## config.mk

```make
export PLATFORM = sky130hd
export DESIGN_NAME = ring_router_input_port
export DESIGN_NICKNAME = d
export VERILOG_FILES = /design/src/rtl/ring_pkg.sv /design/src/rtl/ring_router_input_port_vc_slot.sv /design/src/rtl/ring_router_input_port.sv
export SDC_FILE = /design/constraint.sdc
export NUM_CORES = 1
export LEC_CHECK = 0
export CORE_ASPECT_RATIO = 0.7
export CORE_UTILIZATION = 50
export CTS_CLUSTER_DIAMETER = 80
export DETAILED_ROUTE_END_ITERATION = 6
export PLACE_DENSITY = 0.79
export SLEW_MARGIN = 20
export SYNTH_ARGS = -nofsm -noshare
export SYNTH_HDL_FRONTEND = slang
export SYNTH_SLANG_ARGS = --single-unit
```

## constraint.sdc

```tcl
create_clock -name clk -period 3.5 [get_ports clk]
set_input_delay 0.35 -clock clk [delete_from_list [all_inputs] [get_ports clk]]
set_output_delay 0.35 -clock clk [all_outputs]
set_load 0.01 [all_outputs]
```

## src/rtl/ring_pkg.sv

```systemverilog
// ring_pkg
// Shared constants and helpers for the ring router input port.
// Packets use big-endian indexing [0:DATA_WIDTH-1]: bit 0 is the MSB
// and also the virtual-channel bit.
package ring_pkg;

  localparam int DATA_WIDTH = 64;
  localparam int VC_BIT     = 0;
  localparam int HOP_MSB    = 8;
  localparam int HOP_LSB    = 15;
  localparam int HOP_WIDTH  = HOP_LSB - HOP_MSB + 1;

  localparam logic VC_EVEN = 1'b0;
  localparam logic VC_ODD  = 1'b1;

  // Return pkt with only its hop-count field decremented by one.
  function automatic logic [0:DATA_WIDTH-1] hop_dec(input logic [0:DATA_WIDTH-1] pkt);
    logic [0:DATA_WIDTH-1] res;
    res = pkt;
    res[HOP_MSB:HOP_LSB] = pkt[HOP_MSB:HOP_LSB] - HOP_WIDTH'(1);
    return res;
  endfunction

endpackage

```

## src/rtl/ring_router_input_port_vc_slot.sv

```systemverilog
// vc_slot
// Single-entry packet buffer for one virtual channel.
// Ports:
//   clk    - clock, rising edge
//   reset  - asynchronous active-low reset, clears full and data
//   wr_en  - store din and mark the slot full
//   pop    - mark the slot empty (ignored when wr_en is also high)
//   din    - packet to store
//   full   - slot holds a packet
//   dout   - stored packet
module vc_slot
  import ring_pkg::*;
(
  input  logic                  clk,
  input  logic                  reset,
  input  logic                  wr_en,
  input  logic                  pop,
  input  logic [0:DATA_WIDTH-1] din,
  output logic                  full,
  output logic [0:DATA_WIDTH-1] dout
);

  // A write and a pop on the same slot only happen in the protocol-error
  // case; the write wins so the newest packet is kept.
  always_ff @(posedge clk or negedge reset) begin
    if (!reset) begin
      full <= 1'b0;
      dout <= '0;
    end else if (wr_en) begin
      full <= 1'b1;
      dout <= din;
    end else if (pop) begin
      full <= 1'b0;
    end
  end

endmodule

```

## src/rtl/ring_router_input_port.sv

```systemverilog
// ring_router_input_port
// One input channel of a ring router. Two single-entry VC buffers are
// written and read in alternating phases selected by polarity: the
// upstream writes VC ~polarity while VC polarity is offered to the switch.
// Ports:
//   clk      - clock, rising edge
//   reset    - asynchronous active-low reset
//   si       - upstream send strobe (honoured only while ro=1)
//   ro       - ready for a packet on VC ~polarity
//   di       - incoming packet, di[0] is the VC bit
//   polarity - current phase, toggles every cycle
//   req_fwd  - eligible packet continues around the ring
//   req_loc  - eligible packet ejects to the local PE
//   gnt      - switch grant, pops the eligible buffer
//   pkt_out  - eligible packet (hop already decremented on req_fwd)
//   err      - sticky VC protocol violation flag
//   pkt_cnt  - accepted-packet counter, wraps
module ring_router_input_port
  import ring_pkg::*;
#(
  parameter int CNT_WIDTH = 16
) (
  input  logic                  clk,
  input  logic                  reset,
  input  logic                  si,
  output logic                  ro,
  input  logic [0:DATA_WIDTH-1] di,
  output logic                  polarity,
  output logic                  req_fwd,
  output logic                  req_loc,
  input  logic                  gnt,
  output logic [0:DATA_WIDTH-1] pkt_out,
  output logic                  err,
  output logic [0:CNT_WIDTH-1]  pkt_cnt
);

  logic                  full_even, full_odd;
  logic [0:DATA_WIDTH-1] data_even, data_odd;
  logic                  wr_vc;
  logic                  accept;
  logic                  vc_mismatch;
  logic                  we_even, we_odd;
  logic                  rd_full;
  logic [0:DATA_WIDTH-1] rd_data;
  logic                  pop_rd;
  logic                  pop_even, pop_odd;

  assign wr_vc = ~polarity;
  assign ro    = ~(wr_vc ? full_odd : full_even);

  // The packet is stored in the VC named by its own VC bit even when that
  // bit disagrees with the write phase; the disagreement raises err.
  assign accept      = si & ro;
  assign vc_mismatch = accept & (di[VC_BIT] != wr_vc);
  assign we_even     = accept & (di[VC_BIT] == VC_EVEN);
  assign we_odd      = accept & (di[VC_BIT] == VC_ODD);

  assign rd_full = polarity ? full_odd : full_even;
  assign rd_data = polarity ? data_odd : data_even;

  // A grant only pops when a request is actually up.
  assign pop_rd   = gnt & rd_full;
  assign pop_even = pop_rd & (polarity == VC_EVEN);
  assign pop_odd  = pop_rd & (polarity == VC_ODD);

  vc_slot u_slot_even (
    .clk   (clk),
    .reset (reset),
    .wr_en (we_even),
    .pop   (pop_even),
    .din   (di),
    .full  (full_even),
    .dout  (data_even)
  );

  vc_slot u_slot_odd (
    .clk   (clk),
    .reset (reset),
    .wr_en (we_odd),
    .pop   (pop_odd),
    .din   (di),
    .full  (full_odd),
    .dout  (data_odd)
  );

  always_comb begin
    req_fwd = 1'b0;
    req_loc = 1'b0;
    pkt_out = '0;
    if (rd_full) begin
      if (rd_data[HOP_MSB:HOP_LSB] == '0) begin
        req_loc = 1'b1;
        pkt_out = rd_data;
      end else begin
        req_fwd = 1'b1;
        pkt_out = hop_dec(rd_data);
      end
    end
  end

  always_ff @(posedge clk or negedge reset) begin
    if (!reset) begin
      polarity <= 1'b0;
      err      <= 1'b0;
      pkt_cnt  <= '0;
    end else begin
      polarity <= ~polarity;
      if (vc_mismatch) begin
        err <= 1'b1;
      end
      if (accept) begin
        pkt_cnt <= pkt_cnt + CNT_WIDTH'(1);
      end
    end
  end

endmodule

```

==> results.toml <==
[timing]
finalSetupViolCount = 0
tightest_slew_ns = 0.908
fin_skew_ns = 0.0128
setup_tns_ns = 0
period_share = 0.970
relSlewSlack = 0.394
fin_crit_ns = 3.40
hold_viol = 0
drv_slew = 0
clock.fmax_mhz = 295

[layout]
n_antenna_cell = 0
layout-drive-gt1-share = 0.260
final_util = 0.681
num-fill-cells = 1008
multi_input_area_sq_um = 3340
syn_to_final_growth_pct = 31.6
fin_area_sq_um = 9570
register_area_sq_um = 3710
final_nets = 749

[logic_synthesis]
syn_inst = 527
avgSynthCellArea_sq_um = 13.8
synth_cell_type_count = 41
synth_area_leaders = "dfrtp_1 (51%), mux2_4 (20%), mux2i_1 (8.5%)"
ys_seq_area_frac = 0.509
synthesis.area_sq_um = 7280
yosysWarnings = 0
synth_async_sr_flop_share = 1.00
yosysMostFrequentCell = "dfrtp_1"
synth_seq_cells = 148
synth_common_cells = "dfrtp_1 (148), mux2_4 (96), nor2_1 (69)"
ys.flop_type = "dfrtp_1"
synth_edf_count = 0
synth_top_area_share = 0.509
synth_area_leader_cell = "dfrtp_1"
syn-num-nets = 597

[pwr]
ir_drop_uv = 324
leakagePower_uw = 0.00475
p_per_area_nw_per_um2 = 617

[worst_setup_path]
rrSetupSlack_ns = 0.67
rr_startpoint = "polarity"
critPathLaunchType = "flip-flop"
critical_path_class = "flip-flop to output pin"
reg2regPathDepth = 7
required_ns = 3.15
cp.arrival_ns = 3.05
crit_path_end_kind = "output pin"
timing.rr.end = "u_slot_even.dout[11]"
cp_max_fo = 7

[clock_tree]
cts_tree = "yes"
clock_latency_ns = 0.41
clkTransAtPathRegs_ns = 0.06
clkSinkCount = 148
cts_buffers = 17
clock-root-buffer = "clkbuf_16"
hold_buffers = 0
clock_path_buffers = 2
htreeDepth = 4

[grt]
busiest_layer = "met2"
use_met1 = 0.304
grt_max_degree = 88
grt_usage = 0.217
grt_use_met3 = 0.0540
grt-ovfl-total = 0
grt_pass1_wl_um = 25600
use_met2 = 0.340
antenna_found_initial = 0
grt_pass1_vias = 4903

[run_status]
status = "completed"

[hold_path]
hp-class = "primary input to async pin"

[place]
placement.io_buffers = 152
hpwl_um = 10300
gp_congestion = 0.815
place_area_sq_um = 8880

[detailed_routing]
vias = 4638
routed_wl_um = 15800
drtAntennaViolNets = 0
drc = 0
drtPass1Iterations = 4
drtIter0Drc = 212
vias_per_cell = 5.26
routedWlPerCell_um = 18.0

[floorplan]
die_area_sq_um = 15000
core_sq_um = 14100
core.rowCount = 36
num_io_pins = 153
die_x_um = 146
initial_core_util = 0.518
die_h_um = 103

[job]
max_cap_violations = 0
==> cells in the final DEF, fill, tap and decap left out, types with 2 or more instances in the layout <==
master and n:
nor4_1 3, clkbuf_16 17, nor2_1 69, and4_1 2
a211oi_1 3, inv_6 2, a21oi_1 2, mux2i_2 2
o21ai_0 5, xor2_1 12, xnor2_1 10, nor3_1 10
bufinv_16 4, nand4_1 6, dfrtp_1 147, buf_4 7
or3_1 3, buf_12 3, nand2b_1 2, and3_1 2
mux2_2 31, clkdlybuf4s50_1 151, and2_1 2, mux2i_1 60
mux2_4 96, clkinv_4 5, nand3_1 3, inv_1 4
nand2_1 9
==> flip-flops by register name, summed over array words and instances, names as in the netlist <==
signal,count
u_slot_even.dout,64
u_slot_odd.full,1
u_slot_even.full,1
u_slot_odd.dout,64
pkt_cnt,16
err,1
polarity,1
==> cells by family after synthesis <==
| family | after synthesis | share of synthesized area |
|---|---|---|
| xor+xnor | 22 | 0.0265 |
| compound gates | 16 | 0.0143 |
| fa+ha+maj | 2 | 0.00344 |
| mux | 190 | 0.333 |
| simple gates | 116 | 0.0741 |
| buf+inv | 33 | 0.0394 |
| flops | 148 | 0.509 |
==> critical path, cell delays in order, from the launching register on <==
cell,delay [ns]
dfrtp_4,0.51
mux2i_2,0.24
ha_2,0.25
nor4bb_4,0.34
o22ai_2,0.21
or3_1,0.36
a21oi_1,0.18
clkdlybuf4s50_1,0.56
==> metrics by stage <==
| step | power [uW] | worst slack [ns] | instances | hold WS, ns |
|---|---|---|---|---|
| after floorplan | 3280 | 0.522 | 527 | 0.0544 |
| final | 5900 | 0.105 | 882 | 0.00398 |
| after global placement | 3880 | 0.470 | 848 | 0.446 |
| after CTS | 5940 | 0.0898 | 882 | 0.0365 |
| after global routing | 6180 | -0.0106 | 882 | 0.0693 |
| after detailed placement | 3950 | 0.309 | 848 | 0.452 |
==> how the worst max path moves through the flow <==
stage / startpoint / endpoint / slack [ns] / depth (start not counted)
3_5_place_dp: polarity / pkt_out[15] / 0.31 / 7
6_report: polarity / pkt_out[15] / 0.10 / 7
3_3_place_gp: polarity / pkt_out[15] / 0.47 / 7
5_1_grt: polarity / pkt_out[15] / -0.01 / 7
4_1_cts: polarity / pkt_out[15] / 0.09 / 7
2_1_floorplan: polarity / pkt_out[15] / 0.52 / 9
==> final cells by class <==
type	instances	share of cell area
inverters	4	0.00157
flip-flops and latches	148	0.387
well taps	190	0.0248
multi-input cells	346	0.348
clock buffers	19	0.0463
clock inverters	13	0.0207
repair buffers	162	0.171
==> report_power, final <==
part / internal, uW / total, uW / leakage, uW / switching [uW]
clock: 1230 / 1960 / 0.000314 / 731
sequential: 2100 / 2390 / 0.00175 / 290
combinational: 979 / 1560 / 0.00269 / 577
==> what timing repair did <==
item,CTS,global route
pin swaps,0,0
hold endpoints to repair,0,0
setup buffers,2,0
resized for setup,2,5
gates cloned,0,0
endpoints found under the setup margin,9,9
==> routing by layer <==
layer  share of wire  vias up
met5               0        -
met4          0.0098        0
met3           0.058       15
met2            0.45      128
met1            0.48     2342
li1                -     2153
Note: power is estimated with default switching activity, not from simulation.
